==> src/rtl/serial_word_adder_ctrl_pkg.sv <==
// Shared types and constants for the nibble-serial word adder sequencer.
package serial_word_adder_ctrl_pkg;

  localparam int NIBBLE_W = 4;

  typedef enum logic [1:0] {
    IDLE = 2'd0,
    RUN  = 2'd1,
    DONE = 2'd2
  } state_e;

  function automatic int word_width(input int nibbles);
    return NIBBLE_W * nibbles;
  endfunction

endpackage

==> src/rtl/serial_word_adder_ctrl_if.sv <==
// Operand-in / result-out handshake bundle of the serial word adder sequencer.
interface serial_word_adder_ctrl_if
  import serial_word_adder_ctrl_pkg::*;
#(
  parameter int NIBBLES = 4
);

  localparam int W = word_width(NIBBLES);

  logic         InValid;
  logic         InReady;
  logic [W-1:0] X;
  logic [W-1:0] Y;
  logic         CinIn;
  logic         OutValid;
  logic         OutReady;
  logic [W-1:0] Result;
  logic         CoutOut;
  logic         Overflow;
  logic         Busy;

  modport master (
    output InValid, X, Y, CinIn, OutReady,
    input  InReady, OutValid, Result, CoutOut, Overflow, Busy
  );

  modport slave (
    input  InValid, X, Y, CinIn, OutReady,
    output InReady, OutValid, Result, CoutOut, Overflow, Busy
  );

endinterface

==> src/rtl/serial_word_adder_ctrl.sv <==
// Feeds a word-wide operand pair nibble by nibble (LSB first) through an external
// 4-bit adder, chaining the carry, and hands the assembled sum downstream.
module serial_word_adder_ctrl
  import serial_word_adder_ctrl_pkg::*;
#(
  parameter int NIBBLES = 4
) (
  input  logic                      clk,
  input  logic                      rst,
  serial_word_adder_ctrl_if.slave   bus,
  output logic [NIBBLE_W-1:0]       AddA,
  output logic [NIBBLE_W-1:0]       AddB,
  output logic                      AddCin,
  input  logic [NIBBLE_W-1:0]       AddSum,
  input  logic                      AddCout
);

  localparam int W     = word_width(NIBBLES);
  localparam int IDX_W = $clog2(NIBBLES);
  localparam logic [IDX_W-1:0] LAST_IDX = IDX_W'(NIBBLES - 1);
  localparam logic [1:0] S_IDLE = 2'(IDLE);
  localparam logic [1:0] S_RUN  = 2'(RUN);
  localparam logic [1:0] S_DONE = 2'(DONE);

  logic [1:0]       state_q, state_d;
  logic [IDX_W-1:0] idx_q, idx_d;
  logic             carry_q, carry_d;
  logic [W-1:0]     x_q, x_d;
  logic [W-1:0]     y_q, y_d;
  logic [W-1:0]     result_q, result_d;
  logic             cout_q, cout_d;
  logic             ovf_q, ovf_d;
  logic [IDX_W+1:0] base_s;

  assign base_s = {idx_q, 2'b00};

  // Next-state and datapath update.
  always_comb begin
    state_d  = state_q;
    idx_d    = idx_q;
    carry_d  = carry_q;
    x_d      = x_q;
    y_d      = y_q;
    result_d = result_q;
    cout_d   = cout_q;
    ovf_d    = ovf_q;
    case (state_q)
      S_IDLE: begin
        if (bus.InValid) begin
          x_d     = bus.X;
          y_d     = bus.Y;
          carry_d = bus.CinIn;
          idx_d   = '0;
          state_d = S_RUN;
        end else begin
          state_d = S_IDLE;
        end
      end
      S_RUN: begin
        result_d[base_s +: NIBBLE_W] = AddSum;
        carry_d = AddCout;
        // Sign of the top nibble's sum decides overflow against the operand signs.
        if (idx_q == LAST_IDX) begin
          cout_d  = AddCout;
          ovf_d   = (x_q[W-1] == y_q[W-1]) && (AddSum[3] != x_q[W-1]);
          state_d = S_DONE;
        end else begin
          idx_d = idx_q + IDX_W'(1);
        end
      end
      S_DONE: begin
        if (bus.OutReady) begin
          state_d = S_IDLE;
        end else begin
          state_d = S_DONE;
        end
      end
      default: state_d = S_IDLE;
    endcase
  end

  // State and datapath registers.
  always_ff @(posedge clk or posedge rst) begin
    if (rst) begin
      state_q  <= S_IDLE;
      idx_q    <= '0;
      carry_q  <= 1'b0;
      x_q      <= '0;
      y_q      <= '0;
      result_q <= '0;
      cout_q   <= 1'b0;
      ovf_q    <= 1'b0;
    end else begin
      state_q  <= state_d;
      idx_q    <= idx_d;
      carry_q  <= carry_d;
      x_q      <= x_d;
      y_q      <= y_d;
      result_q <= result_d;
      cout_q   <= cout_d;
      ovf_q    <= ovf_d;
    end
  end

  // Adder operands are only live while sequencing.
  always_comb begin
    if (state_q == S_RUN) begin
      AddA   = x_q[base_s +: NIBBLE_W];
      AddB   = y_q[base_s +: NIBBLE_W];
      AddCin = carry_q;
    end else begin
      AddA   = 4'd0;
      AddB   = 4'd0;
      AddCin = 1'b0;
    end
  end

  assign bus.InReady  = (state_q == S_IDLE) && !rst;
  assign bus.OutValid = (state_q == S_DONE);
  assign bus.Busy     = (state_q != S_IDLE);
  assign bus.Result   = result_q;
  assign bus.CoutOut  = cout_q;
  assign bus.Overflow = ovf_q;

endmodule

==> src/flat_wrapper.sv <==
// flat-port wrapper written by rule: the top's interface ports become plain ports
module serial_word_adder_ctrl_flat import serial_word_adder_ctrl_pkg::*;
#(
  parameter int NIBBLES = 4
)
  (clk, rst, AddA, AddB, AddCin, AddSum, AddCout, bus_InValid, bus_X, bus_Y, bus_CinIn, bus_OutReady, bus_InReady, bus_OutValid, bus_Result, bus_CoutOut, bus_Overflow, bus_Busy);
  serial_word_adder_ctrl_if #(.NIBBLES(NIBBLES)) bus_i ();
  input  logic clk;
  input  logic rst;
  output logic [NIBBLE_W-1:0] AddA;
  output logic [NIBBLE_W-1:0] AddB;
  output logic AddCin;
  input  logic [NIBBLE_W-1:0] AddSum;
  input  logic AddCout;
  input wire logic [$bits(bus_i.InValid)-1:0] bus_InValid;
  input wire logic [$bits(bus_i.X)-1:0] bus_X;
  input wire logic [$bits(bus_i.Y)-1:0] bus_Y;
  input wire logic [$bits(bus_i.CinIn)-1:0] bus_CinIn;
  input wire logic [$bits(bus_i.OutReady)-1:0] bus_OutReady;
  output wire logic [$bits(bus_i.InReady)-1:0] bus_InReady;
  output wire logic [$bits(bus_i.OutValid)-1:0] bus_OutValid;
  output wire logic [$bits(bus_i.Result)-1:0] bus_Result;
  output wire logic [$bits(bus_i.CoutOut)-1:0] bus_CoutOut;
  output wire logic [$bits(bus_i.Overflow)-1:0] bus_Overflow;
  output wire logic [$bits(bus_i.Busy)-1:0] bus_Busy;
  assign bus_i.InValid = bus_InValid;
  assign bus_i.X = bus_X;
  assign bus_i.Y = bus_Y;
  assign bus_i.CinIn = bus_CinIn;
  assign bus_i.OutReady = bus_OutReady;
  assign bus_InReady = bus_i.InReady;
  assign bus_OutValid = bus_i.OutValid;
  assign bus_Result = bus_i.Result;
  assign bus_CoutOut = bus_i.CoutOut;
  assign bus_Overflow = bus_i.Overflow;
  assign bus_Busy = bus_i.Busy;
  serial_word_adder_ctrl #(.NIBBLES(NIBBLES)) u_core (.clk(clk), .rst(rst), .bus(bus_i), .AddA(AddA), .AddB(AddB), .AddCin(AddCin), .AddSum(AddSum), .AddCout(AddCout));
endmodule
==> config.mk <==
export PLATFORM = sky130hd
export DESIGN_NAME = serial_word_adder_ctrl_flat
export DESIGN_NICKNAME = d
export VERILOG_FILES = /design/src/rtl/serial_word_adder_ctrl_pkg.sv /design/src/rtl/serial_word_adder_ctrl_if.sv /design/src/rtl/serial_word_adder_ctrl.sv /design/src/flat_wrapper.sv
export SDC_FILE = /design/constraint.sdc
export NUM_CORES = 1
export LEC_CHECK = 0
export CAP_MARGIN = 40
export CORE_ASPECT_RATIO = 1.1
export CORE_UTILIZATION = 50
export DETAILED_ROUTE_END_ITERATION = 12
export DONT_BUFFER_PORTS = 1
export PLACE_DENSITY = 0.73
export SETUP_SLACK_MARGIN = 0.02
export SKIP_LAST_GASP = 1
export SLEW_MARGIN = 20
export SYNTH_ARGS = -nofsm -noshare
export SYNTH_HDL_FRONTEND = slang
export SYNTH_SLANG_ARGS = --single-unit
==> constraint.sdc <==
create_clock -name clk -period 2.1 [get_ports clk]
set_clock_uncertainty 0.05 [all_clocks]
set_input_delay 0.21 -clock clk [delete_from_list [all_inputs] [get_ports clk]]
set_output_delay 0.21 -clock clk [all_outputs]
set_load 0.005 [all_outputs]
==> impl_metrics.env, run 1 <==
export IMPL_die_w_um=70.01
export IMPL_cellPowerDensity_nw_per_um2=1402
export IMPL_report_final_slew_viol_count=0
export IMPL_synth_edf_count=0
export IMPL_num_io_pins=72
export IMPL_slew_headroom_pct=68.77
export IMPL_n_antenna_cell=0
export IMPL_num_rows=26
export IMPL_first_global_vias=1693
export IMPL_post_route_util_pct=63.95
export IMPL_syn_inst=174
export IMPL_htree_levels=2
export IMPL_syn_num_nets=222
export IMPL_io_buffers=0
export IMPL_hold_violations=0
export IMPL_syn_area_per_cell_sq_um=14.62
export IMPL_rsz0062_at_grt="false"
export IMPL_area_growth_pct=20.22
export IMPL_drcViolationCount=0
export IMPL_gp_congestion=0.7780
export IMPL_die_area_sq_um=5377
export IMPL_cts_sinks=55
export IMPL_first_pass_iters=4
export IMPL_end_kind="primary output"
export IMPL_timing_final_ws_setup_ns=0.1596
export IMPL_synth_top_area_share_pct=54.11
export IMPL_p_leak_nw=1.319
export IMPL_wl_per_cell_um=18.20
export IMPL_critPathKind="reg -> out"
export IMPL_synth_top_area_cell="dfrtp_1"
export IMPL_start_kind="flop"
export IMPL_final_nets=261
export IMPL_drtIter0Drc=58
export IMPL_clk_latency_ns=0.30
export IMPL_grt_usage_pct=19.72
export IMPL_ys_seq_area_share_pct=54.11
export IMPL_coreArea_sq_um=4782
export IMPL_cts_resized=0
export IMPL_vias_per_cell=5.774
export IMPL_wirelength_um=4915
export IMPL_place_area_sq_um=2623
export IMPL_floorplan_initialDensity_pct=53.19
export IMPL_min_period_ns=1.940
export IMPL_grt_max_degree=39
export IMPL_preCtsSetupSlack_ns=0.2046
export IMPL_drive_gt1_share_pct=26.17
export IMPL_setup_viol=0
export IMPL_cts_tree="yes"
export IMPL_min_path_type="in -> reg"
export IMPL_cts_buffers=5
export IMPL_final_area_sq_um=3058
export IMPL_clock_path_buffers=2
export IMPL_grt_antenna_before_repair=0
export IMPL_status="completed"
export IMPL_grt_ovfl_total=0
export IMPL_post_route_period_util_pct=92.40
export IMPL_ir_worst_vdd_mv=0.6619
export IMPL_post_cts_buffers=0
export IMPL_critPathMaxFanout=14
export IMPL_cts_root_buf="clkbuf_8"
export IMPL_arrival_ns=1.68
export IMPL_num_vias=1559
export IMPL_drv_cap=0
export IMPL_synth_ff_type="dfrtp_1"
export IMPL_dp_hpwl_um=3438
export IMPL_setup_tns_final_ns=0
export IMPL_synth_cell_types=26
export IMPL_hold_buffers=34
export IMPL_path_clk_slew_ns=0.09
export IMPL_synthesis_area_sq_um=2544
export IMPL_worst_pin_slew_ns=0.4684
export IMPL_die_h_um=76.81
export IMPL_yosys_warnings=0
export IMPL_grt_pass1_wl_um=8224
export IMPL_ys_ff_latch=55
export IMPL_required_ns=1.84
export IMPL_timing_fmax_mhz=515.4
export IMPL_final_antenna_net_count=0
export IMPL_synth_area_leaders="dfrtp_1 54%, mux2_2 15%, a22o_1 5.5%"
export IMPL_nFillCells=351
export IMPL_postSynth_asyncResetShare_pct=100.0
## area by class of cell
cell class	count	area, sq um	share of cell area (%)
clock inverters	2	12.51	0.4092
flip-flops and latches	55	1376	45.01
inverters	6	22.52	0.7365
multi-input cells	106	1099	35.92
clock buffers	6	72.57	2.373
repair buffers	39	405.4	13.26
well taps	56	70.07	2.291
## power by group
group | switching, mW | internal, mW | total (mW)
logic | 0.780 | 0.993 | 1.77
clock network | 0.326 | 0.234 | 0.560
registers | 0.368 | 1.59 | 1.95
total | 1.47 | 2.81 | 4.29
## kinds of logic after synthesis
logic type | Yosys count | share of synthesized area (%)
AOI/OAI and AO/OA | 22 | 6.689
adders and majority gates | 6 | 2.951
buffers and inverters | 13 | 2.951
DFF | 55 | 54.11
muxes | 42 | 22.73
and+or+nand+nor | 36 | 10.58
## Yosys cell counts (3+ instances only)
| cell type | number |
|---|---|
| mux2_2 | 34 |
| nor2b_1 | 11 |
| buf_4 | 4 |
| nor2_1 | 6 |
| inv_1 | 6 |
| nand2_1 | 3 |
| dfrtp_1 | 55 |
| ha_1 | 6 |
| a22o_1 | 16 |
| o21ai_0 | 4 |
| mux4_2 | 4 |
| nand3b_1 | 5 |
| mux4_1 | 4 |
## layer usage
layer	share of wire [%]	vias to the layer above	GRT usage, %
met4	1.2	0	5.800
li1	-	714	-
met2	56	48	35.10
met5	0	-	0
met1	37	788	22.49
met3	5.5	9	6.307
## placed cells by master (no fill, tap or decap)
cell type,instances
nor4_2,1
clkbuf_8,5
nor4b_4,1
nor2b_1,11
dlygate4sd3_1,35
nor4_4,1
a21oi_1,2
and3b_1,2
mux4_1,4
o21ai_0,4
nor4b_2,1
or2_2,1
nand2_1,3
mux2_2,34
nand2b_1,2
nor3b_4,1
clkbuf_1,1
clkinv_2,1
buf_4,2
a22o_1,16
nand3b_1,5
buf_12,2
nor3b_1,1
mux4_2,4
dfrtp_1,55
nor2_1,6
clkinvlp_4,1
ha_1,6
inv_1,5
inv_2,1
## final timing paths
kind	startpoint	endpoint	slack, ns	cells past startpoint
setup / recovery	u_core.idx_q[0]$_DFFE_PP0P_	AddA[3]	0.16	3
hold / removal	bus_Y[15]	u_core.y_q[15]$_DFFE_PP0P_	0.01	1
setup reg to reg	u_core.idx_q[0]$_DFFE_PP0P_	u_core.bus.Result[2]$_DFFE_PP0P_	0.18	5
hold reg to reg	u_core.x_q[7]$_DFFE_PP0P_	u_core.x_q[7]$_DFFE_PP0P_	0.45	1
max in group asynchronous	rst	u_core.x_q[11]$_DFFE_PP0P_	1.19	3
min in group asynchronous	rst	u_core.bus.Result[0]$_DFFE_PP0P_	0.29	2
## per-stage QoR
stage | instances | hold WS (ns) | power [mW]
2_1_floorplan | 174 | 0.2926 | 3.327
3_3_place_gp | 227 | 0.03334 | 3.586
3_5_place_dp | 227 | 0.04400 | 3.727
4_1_cts | 269 | 0.0003182 | 4.346
5_1_grt | 270 | 0.00008565 | 4.577
6_report | 270 | 0.01455 | 4.286
## sequential cells by signal (all words and copies together) (netlist names)
signal               cells
u_core.bus.Result       16
u_core.x_q              16
u_core.y_q              16
u_core.idx_q             2
u_core.state_q           2
u_core.bus.CoutOut       1
u_core.bus.Overflow      1
u_core.carry_q           1
## worst max-delay path: stages (launching register included)
cell	delay, ns
dfrtp_1	0.37
buf_4	0.26
mux4_1	0.58
nor2b_1	0.17
(Power assumes the default switching activity.)
==> run 2: changes to the inputs <==
CORE_MARGIN = 4   (was unset)
==> run 2 against run 1 <==
Effect of this change: sequential share of layout area down 0.37 points; setup slack worse by 0.0017 ns; cell count rose by 0.37%; critical path type unchanged; clock-buffer cell count decreased by 1; largest cell class unchanged; first-iteration DRC count grew 33%; combinational power about the same; non-clock buffer count increased by 1; die area increased by 17%.
==> impl_metrics.env, run 2 (synthesis gave the netlist of run 1 again) <==
export IMPL_status="completed"
export IMPL_cts_root_buf="clkbuf_8"
export IMPL_n_antenna_cell=0
export IMPL_setup_tns_final_ns=0
export IMPL_cts_buffers=5
export IMPL_hold_slack_ns=0.01190
export IMPL_floorplan_initialDensity_pct=53.19
export IMPL_cellPowerDensity_nw_per_um2=1441
export IMPL_drtIter0Drc=77
export IMPL_min_path_type="in -> reg"
export IMPL_min_period_ns=1.942
export IMPL_vias_per_cell=5.908
export IMPL_first_global_vias=1770
export IMPL_num_io_pins=72
export IMPL_die_w_um=76.01
export IMPL_wirelength_um=5264
export IMPL_place_area_sq_um=2610
export IMPL_grt_max_degree=40
export IMPL_seqPwrFrac_pct=44.2
export IMPL_report_final_slew_viol_count=0
export IMPL_cp_num_buf_inv=1
export IMPL_slew_headroom_pct=66.78
export IMPL_cts_tree="yes"
export IMPL_worstPathCellList="buf_4, mux4_1, nor2b_1"
export IMPL_post_route_period_util_pct=92.48
export IMPL_p_leak_nw=1.336
export IMPL_first_pass_iters=5
export IMPL_final_area_sq_um=3083
export IMPL_required_ns=1.84
export IMPL_wl_per_cell_um=19.42
export IMPL_clk_latency_ns=0.30
export IMPL_final_common_cell="dfrtp_1"
export IMPL_drive_gt1_share_pct=26.51
export IMPL_pwr_share_clk_pct=15.6
export IMPL_grt_usage_pct=17.26
export IMPL_nFillCells=363
export IMPL_slowest_delay_ns=0.60
export IMPL_final_antenna_net_count=0
export IMPL_end_kind="primary output"
export IMPL_final_nets=262
export IMPL_post_cts_buffers=0
export IMPL_cts_sinks=55
export IMPL_critPathKind="reg -> out"
export IMPL_grt_ovfl_total=0
export IMPL_combinationalPowerShare_pct=40.2
export IMPL_clock_path_buffers=2
export IMPL_hold_violations=0
export IMPL_start_kind="flop"
export IMPL_drcViolationCount=0
export IMPL_critPathTopFamily="multiplexers"
export IMPL_gp_congestion=0.7481
export IMPL_setup_viol=0
export IMPL_grt_pass1_wl_um=8825
export IMPL_crit_slowest_cell="mux4_1"
export IMPL_die_area_sq_um=6294
export IMPL_layout_common_cells="55 x dfrtp_1, 36 x dlygate4sd3_1, 34 x mux2_2"
export IMPL_grt_antenna_before_repair=0
export IMPL_arrival_ns=1.68
export IMPL_switching_power_mw=1.511
export IMPL_path_clk_slew_ns=0.09
export IMPL_htree_levels=2
export IMPL_num_rows=26
export IMPL_rsz0062_at_grt="false"
export IMPL_power_internal_mw=2.931
export IMPL_area_growth_pct=21.20
export IMPL_die_h_um=82.81
export IMPL_p_sw_share_pct=34.01
export IMPL_dp_hpwl_um=3665
export IMPL_worst_pin_slew_ns=0.4983
export IMPL_timing_fmax_mhz=514.9
export IMPL_critPathMaxFanout=14
export IMPL_num_vias=1601
export IMPL_io_buffers=0
export IMPL_drv_cap=0
export IMPL_ir_worst_vdd_mv=0.7461
export IMPL_coreArea_sq_um=4782
-- run 2: cell count changes in the layout (fill, tap and decap cells not counted) --
| cell | before | now |
|---|---|---|
| clkinv_4 | 0 | 1 |
| clkbuf_1 | 1 | 0 |
| dlygate4sd3_1 | 35 | 36 |
| buf_12 | 2 | 1 |
| bufinv_16 | 0 | 1 |
| clkinvlp_4 | 1 | 0 |
| buf_4 | 2 | 3 |
-- run 2: stage by stage --
step | std cells | utilization (%) | setup WS [ns] | power [mW]
after CTS | 267 | 63.63 | 0.1409 | 4.473
after global placement | 227 | 54.58 | 0.3937 | 3.592
after detailed placement | 227 | 54.58 | 0.2540 | 3.733
after global routing | 271 | 64.47 | 0.04390 | 4.767
after floorplan | 174 | - | 0.1832 | 3.327
final | 271 | 64.47 | 0.1580 | 4.442
-- run 2: area by class of cell --
class                   count  area, sq um  share of cell area, %
flip-flops and latches     55         1376                  44.64
multi-input cells         106         1099                  35.63
clock inverters             3        43.79                  1.420
clock buffers               5        68.82                  2.232
well taps                  56        70.07                  2.273
inverters                   6        22.52                 0.7305
repair buffers             40        402.9                  13.07
-- run 2: what timing repair did --
| item | CTS | global route |
|---|---|---|
| hold endpoints to repair | 55 | 4 |
| resized for setup | 0 | 0 |
| hold buffers | 32 | 4 |
-- run 2: final timing paths --
kind,from,end,slack [ns],cells after the start
max,u_core.idx_q[0]$_DFFE_PP0P_,AddB[3],0.16,3
min,bus_Y[7],u_core.y_q[7]$_DFFE_PP0P_,0.01,1
max reg2reg,u_core.idx_q[0]$_DFFE_PP0P_,u_core.bus.Result[1]$_DFFE_PP0P_,0.22,5
min reg2reg,u_core.x_q[3]$_DFFE_PP0P_,u_core.x_q[3]$_DFFE_PP0P_,0.46,1
max in group asynchronous,rst,u_core.y_q[15]$_DFFE_PP0P_,0.94,3
min in group asynchronous,rst,u_core.bus.Result[12]$_DFFE_PP0P_,0.27,2
-- run 2: power groups by stage --
stage	clock (mW)	combinational (mW)	sequential (mW)
floorplan	0	1.49	1.84
global placement	0	1.66	1.94
detailed placement	0	1.74	1.99
CTS	0.710	1.80	1.97
global route	0.761	1.97	2.03
finish	0.694	1.79	1.96
-- run 2: metal layers --
layer / vias to the layer above / wire (um) / global-route usage, %
met5: - / 0 / 0
met4: 0 / 58 / 4.045
met3: 6 / 367 / 5.628
met2: 57 / 2811 / 30.45
met1: 820 / 2027 / 20.16
li1: 718 / - / -
